<file path="src/rtl/accel_job_ctrl.sv">
// Job controller for a streaming accelerator: starts the read/write engines,
// paces words from the read buffer through a fixed-latency kernel, and reports completion.
module accel_job_ctrl #(
  parameter int KERNEL_LATENCY = 3,
  parameter int WORDS_PER_LINE = 8
) (
  input  logic        clk,
  input  logic        rst,
  input  logic        run,
  input  logic [63:0] data_length,
  output logic        rd_sm_run,
  output logic        wr_sm_run,
  input  logic        rd_sm_done,
  input  logic        wr_sm_done,
  input  logic        rbuf_empty,
  output logic        rbuf_rd_enable,
  input  logic        wbuf_full_n,
  output logic        wbuf_wr_enable,
  output logic        idle,
  output logic        done,
  output logic [63:0] words_written,
  output logic        err_run_busy,
  output logic [2:0]  dbg_state
);

  // Handshake: rbuf_rd_enable pops one word in the same cycle it is high;
  // wbuf_wr_enable pushes one kernel result in the same cycle it is high.
  // Engine done inputs may be pulses or levels; they are latched until the job ends.

  localparam logic [2:0] S_IDLE  = 3'd0;
  localparam logic [2:0] S_START = 3'd1;
  localparam logic [2:0] S_RUN   = 3'd2;
  localparam logic [2:0] S_DRAIN = 3'd3;
  localparam logic [2:0] S_DONE  = 3'd4;

  logic [2:0]                state;
  logic [2:0]                state_nxt;
  logic [63:0]               total_words;
  logic [63:0]               issued;
  logic                      rd_done_seen;
  logic                      wr_done_seen;
  logic [KERNEL_LATENCY-1:0] valid_sr;
  logic                      accept;
  logic                      job_active;

  assign accept     = (state == S_IDLE) && run;
  assign job_active = (state == S_START) || (state == S_RUN) || (state == S_DRAIN);

  assign rbuf_rd_enable = (state == S_RUN) && !rbuf_empty && !wbuf_full_n &&
                          (issued < total_words);
  assign wbuf_wr_enable = valid_sr[KERNEL_LATENCY-1];
  assign rd_sm_run      = (state == S_START);
  assign wr_sm_run      = (state == S_START);
  assign idle           = (state == S_IDLE);
  assign done           = (state == S_DONE);
  assign dbg_state      = state;

  always_comb begin
    state_nxt = state;
    case (state)
      S_IDLE: begin
        if (run) begin
          state_nxt = (data_length != 64'd0) ? S_START : S_DONE;
        end
      end
      S_START: state_nxt = S_RUN;
      S_RUN: begin
        if (issued >= total_words) begin
          state_nxt = S_DRAIN;
        end
      end
      S_DRAIN: begin
        if ((words_written == total_words) && (valid_sr == '0) &&
            rd_done_seen && wr_done_seen) begin
          state_nxt = S_DONE;
        end
      end
      S_DONE:  state_nxt = S_IDLE;
      default: state_nxt = S_IDLE;
    endcase
  end

  always_ff @(posedge clk or negedge rst) begin
    if (!rst) begin
      state <= S_IDLE;
    end else begin
      state <= state_nxt;
    end
  end

  always_ff @(posedge clk or negedge rst) begin
    if (!rst) begin
      total_words <= 64'd0;
      issued      <= 64'd0;
    end else if (accept) begin
      total_words <= data_length * 64'(WORDS_PER_LINE);
      issued      <= 64'd0;
    end else if (rbuf_rd_enable) begin
      issued <= issued + 64'd1;
    end
  end

  // words_written holds after the job so the status CSR can still read it.
  always_ff @(posedge clk or negedge rst) begin
    if (!rst) begin
      words_written <= 64'd0;
    end else if (accept) begin
      words_written <= 64'd0;
    end else if (wbuf_wr_enable) begin
      words_written <= words_written + 64'd1;
    end
  end

  always_ff @(posedge clk or negedge rst) begin
    if (!rst) begin
      rd_done_seen <= 1'b0;
      wr_done_seen <= 1'b0;
    end else if (accept) begin
      rd_done_seen <= 1'b0;
      wr_done_seen <= 1'b0;
    end else if (job_active) begin
      if (rd_sm_done) rd_done_seen <= 1'b1;
      if (wr_sm_done) wr_done_seen <= 1'b1;
    end
  end

  always_ff @(posedge clk or negedge rst) begin
    if (!rst) begin
      err_run_busy <= 1'b0;
    end else if (accept) begin
      err_run_busy <= 1'b0;
    end else if (run) begin
      err_run_busy <= 1'b1;
    end
  end

  // The kernel valid pipe shifts unconditionally so results always emerge exactly
  // KERNEL_LATENCY cycles after their pop, regardless of controller state.
  generate
    if (KERNEL_LATENCY == 1) begin : g_sr_one
      always_ff @(posedge clk or negedge rst) begin
        if (!rst) begin
          valid_sr <= '0;
        end else begin
          valid_sr <= rbuf_rd_enable;
        end
      end
    end else begin : g_sr_multi
      always_ff @(posedge clk or negedge rst) begin
        if (!rst) begin
          valid_sr <= '0;
        end else begin
          valid_sr <= {valid_sr[KERNEL_LATENCY-2:0], rbuf_rd_enable};
        end
      end
    end
  endgenerate

endmodule

</file>
<file path="config.mk">
export PLATFORM = sky130hd
export DESIGN_NAME = accel_job_ctrl
export DESIGN_NICKNAME = d
export VERILOG_FILES = /design/src/rtl/accel_job_ctrl.sv
export SDC_FILE = /design/constraint.sdc
export NUM_CORES = 1
export LEC_CHECK = 0
export CELL_PAD_IN_SITES_DETAIL_PLACEMENT = 0
export CELL_PAD_IN_SITES_GLOBAL_PLACEMENT = 1
export CORE_ASPECT_RATIO = 1.75
export CORE_MARGIN = 2
export CORE_UTILIZATION = 47
export CTS_BUF_LIST = sky130_fd_sc_hd__clkbuf_8 sky130_fd_sc_hd__clkbuf_16
export CTS_CLUSTER_SIZE = 16
export DETAILED_ROUTE_END_ITERATION = 16
export PLACE_DENSITY = 0.95
export SYNTH_ARGS = -nofsm -noshare
export SYNTH_HDL_FRONTEND = slang
export SYNTH_SLANG_ARGS = --single-unit
</file>
<file path="constraint.sdc">
create_clock -name clk -period 9.37 [get_ports clk]
set_input_delay 2.811 -clock clk [delete_from_list [all_inputs] [get_ports clk]]
set_output_delay 2.811 -clock clk [all_outputs]
set_load 0.05 [all_outputs]
</file>
## After elaboration in Yosys (flattened, before gate mapping)

Index checks and enable logic that the tools add are counted.

| storage, ports and cells | value |
|---|---|
| register bits after elaboration | 198 |
| output and inout bits | 74 |
| logic and storage cells | 60 |

| cells by class | value |
|---|---|
| add/subtract/negate cells | 2 |
| magnitude comparators | 2 |
| equality and inequality tests | 8 |
| mux-type cells | 17 |
| reduce and logical (&&, ||, !) cells | 23 |

Operator list:

| operator | count |
|---|---|
| two-way mux 64 bit | 4 |
| adder 64 x 1 -> 64 bit, second input constant | 2 |
| == test 64 bit | 1 |
| greater-or-equal comparator 64 bit | 1 |
| < comparator 64 bit | 1 |
| nonzero test 64 bit | 1 |
| two-way mux 3 bit | 4 |
| one-hot mux 3 bit (4 select lines) | 1 |
| nonzero test 2 bit | 6 |
| two-way mux 1 bit | 8 |
| logical AND 1 bit | 7 |
| == test 3 x 2 -> 1 bit, second input constant | 2 |
| logical NOT 3 bit | 2 |
| inequality test 2 x 1 -> 1 bit, second input constant | 2 |
| AND reduction 2 bit | 2 |
| == test 3 x 1 -> 1 bit, second input constant | 1 |
| == test 3 bit, second input constant | 1 |
| AND reduction 3 bit | 1 |
| logical NOT 1 bit | 2 |
| logical OR 1 bit | 2 |
| inequality test 2 bit, second input constant | 1 |

## Depth between registers and ports, before layout

| logic depth | value |
|---|---|
| word-level depth | 6 |
| mapped depth | 10 |

## Worst setup path before layout

No wires, ideal clock.

| timing path | value |
|---|---|
| path kind | in2out |
| start point | input port rbuf_empty |
| end point | output port rbuf_rd_enable |
| arrival | 4347 ps |
| required time | 6559 ps |
| setup slack | 2212 ps |
| stages | 4 |
| cell sequence | a2111oi_0 > a22oi_2 > or4_4 > inv_1 |

| on the way | value |
|---|---|
| word-level cells in the longest chain between the ends | 4 |

RTL lines:

| item | RTL line | source |
|---|---|---|
| start, declared | 15 | `input logic rbuf_empty,` |
| logical NOT 1 bit | 49 | `assign rbuf_rd_enable = (state == S_RUN) && !rbuf_empty && !wbuf_full_n &&` |
| logical AND 1 bit (3 in series) | 49 |  |
| end, declared | 16 | `output logic rbuf_rd_enable,` |

No other way between the ends.

## Worst setup path in the final report

Same ends and word-level chain as after synthesis.

==> impl_results.md <==
- Leakage: 6.35 nW
- Die width: 127 microns
- Commonest non-fill, non-tap cell in the layout: dfrtp_1
- DRT Pass-1 Iters: 6
- Vias in the first global route: 11,000
- Slew headroom: 0.251
- DP Area: 14,200 sq um
- Register bit total from synthesis: 198
- Layout Area Growth over Synthesis: 18.5%
- Initial antenna violation count: 0
- VDD IR max: 0.130 mV
- CTS resizes: 0
- Tcrit/Tclk final: 0.882
- Antenna cells: 0
- Via density: 6.10
- Mapped Cells: 1,448
- Post-Synthesis Cell Area: 12,500 sq um
- Max-cap viol count: 0
- Fin Hold WS: 0.380 ns
- Worst EP required: 6.56 ns
- Global-route wire length before repair: 60,100 microns
- Root Buffer: clkbuf_16
- Sink Count: 198
- Post-DP HPWL: 27,900 microns
- I/O Buffers: 144
- Fmax: 121 MHz
- Area of the core: 26,400 sq um
- RSZ-0062 raised after global routing: no
- H-tree Lvls: 4
- Synth Flop Type: dfrtp_1
- Status: complete, no violations
- Worst Tran Pin Value: 1.11 ns
- Largest net degree at the start of global routing: 112
- Final count of pins violating max slew: 0
- Gr ovfl total: 0
- Final WS setup: 1.10 ns
- Clk buf depth: 2
- Synth cell types: 52
- Fin Clk Skew: 0.00848 ns
- Starting Density: 0.475
- Yosys warns: 0
- Pre-CTS setup slack: 1.06 ns
- Drt total wl: 38,700 microns
- Most frequent cells in the layout: dfrtp_1, nand2_1, clkdlybuf4s50_1
- Ranking of synthesized cells by area: dfrtp_1, ha_1, xor2_1
- Crit path time final: 8.27 ns
- Layout cells sized above 1: 0.0437
- Synth area leader: dfrtp_1
- Clk slew on worst S/H paths: 0.07 ns
- Ys async rst share: 1.00
- Hold Vio Cnt, Final: 0
- Total Power: 0.00236 W
- Synth Net Count: 1,584
- Setup TNS: 0 ns
- CTS tree: built
- Post-DRT Antenna Nets: 0
- Die area: 28,100 sq um
- Number of core rows: 79
- # IOs: 145
- Via count: 11,500
- Seq/Total Area, Yosys: 0.395
- Setup CP Type: primary input to output pin
- Class of the worst hold path: flop to flop
- Clk Latency, worst-skew pair: 0.46 ns
- Post-CTS setup buffers: 0
- Mapped Avg Cell Area: 8.66 sq um
- Final setup fails: 0
- CTS hold repair buffers: 0
- Die height: 220 microns
- Pwr Density: 159 nW/um^2
- # DRC: 0
- Gr usage total: 0.276
- EDFF count, synth: 0
- Drt initial violations: 1,148
- Startpoint types: primary input
- Final Net Count: 1,679
- Worst Setup End Kind: output pin
- Design Area, Final: 14,900 sq um
- Yosys top cell area share: 0.395
- Crit path max fanout: 3
- Worst Path Arrival: 5.46 ns
- Gpl congestion: 0.963
- Cts bufs inserted: 17
- Mean routed wirelength per cell: 20.6 microns
## critical path, stage by stage
cell             delay, ns
clkdlybuf4s50_1       0.41
a2111oi_0             0.50
a22oi_2               0.18
or4_4                 0.60
inv_1                 0.10
clkdlybuf4s50_1       0.85
## logic make-up (layout without fill, tap and decap cells)
family / Yosys count / after routing / share of synthesized area
AO/OA/AOI/OAI: 166 / 166 / 0.0736
XOR/XNOR: 101 / 101 / 0.0705
adder cells (fa/ha/maj): 65 / 65 / 0.0648
buffers and inverters: 163 / 270 / 0.0498
flip-flops: 198 / 198 / 0.395
multiplexers: 65 / 65 / 0.0527
AND/OR/NAND/NOR: 690 / 690 / 0.293
## synth_stat cells, types with 2 or more instances
cell and number:
mux2i_1 57, or4_1 7, o221ai_1 2, nor4_1 104, or2_2 2, nand4_1 99
and3_1 27, buf_1 7, a21o_1 2, inv_1 82, or3_1 20, a221oi_1 2
nor3_1 14, nand3_1 52, nand2b_1 54, dfrtp_1 198, nand3b_1 3, and2_1 13
nor3_2 3, ha_1 65, mux2_2 7, o31ai_1 6, nor4_2 2, clkbuf_1 65
xor2_1 76, nor2_1 85, nand2_1 177, buf_2 6, or4_4 2, nor2b_1 3
and4_1 19, a21oi_1 56, o21ai_0 87, xnor2_1 25, a2111oi_0 2
## per-layer routing
metal	global-route usage	routed length [microns]	vias up
met5	0	0	-
met2	0.469	19100	417
li1	-	-	5365
met4	0.198	2880	0
met3	0.0398	1780	120
met1	0.318	14900	5560
## stage by stage
step                std cells  utilization
floorplan                1448            -
global placement         1848        0.538
detailed placement       1848        0.538
CTS                      1879        0.563
global route             1879        0.563
finish                   1879        0.563
## path summary, 6_finish.rpt
check / start / to / slack [ns] / depth (start not counted)
max in group asynchronous: rst / words_written[41] / 5.64 / 2
worst min register to register: valid_sr[1] / valid_sr[2] / 0.38 / 0
min in group asynchronous: rst / issued[22] / 2.30 / 1
worst max register to register: issued[47] / issued[54] / 5.58 / 8
worst min-delay path: valid_sr[1] / valid_sr[2] / 0.38 / 0
worst max-delay path: rbuf_empty / rbuf_rd_enable / 1.10 / 6
## area by class of cell
class	count	area, sq um
clock buffer	19	453
sequential	198	4950
inverter	83	312
multi-input combinational	1087	7000
fill	2319	11500
timing repair buffer	156	1540
clock inverter	12	208
tap	324	405
## power by group
part / total [W] / internal (W) / switching [W]
registers: 0.00102 / 0.000911 / 0.000107
logic: 0.000490 / 0.000182 / 0.000308
clock network: 0.000849 / 0.000509 / 0.000339
## state kept, by name, indices dropped and copies added, names as in the netlist
name	count
rd_done_seen	1
dbg_state	3
wr_done_seen	1
total_words	61
words_written	64
valid_sr	3
issued	64
err_run_busy	1
No activity file was read; power rests on OpenSTA's default activity.
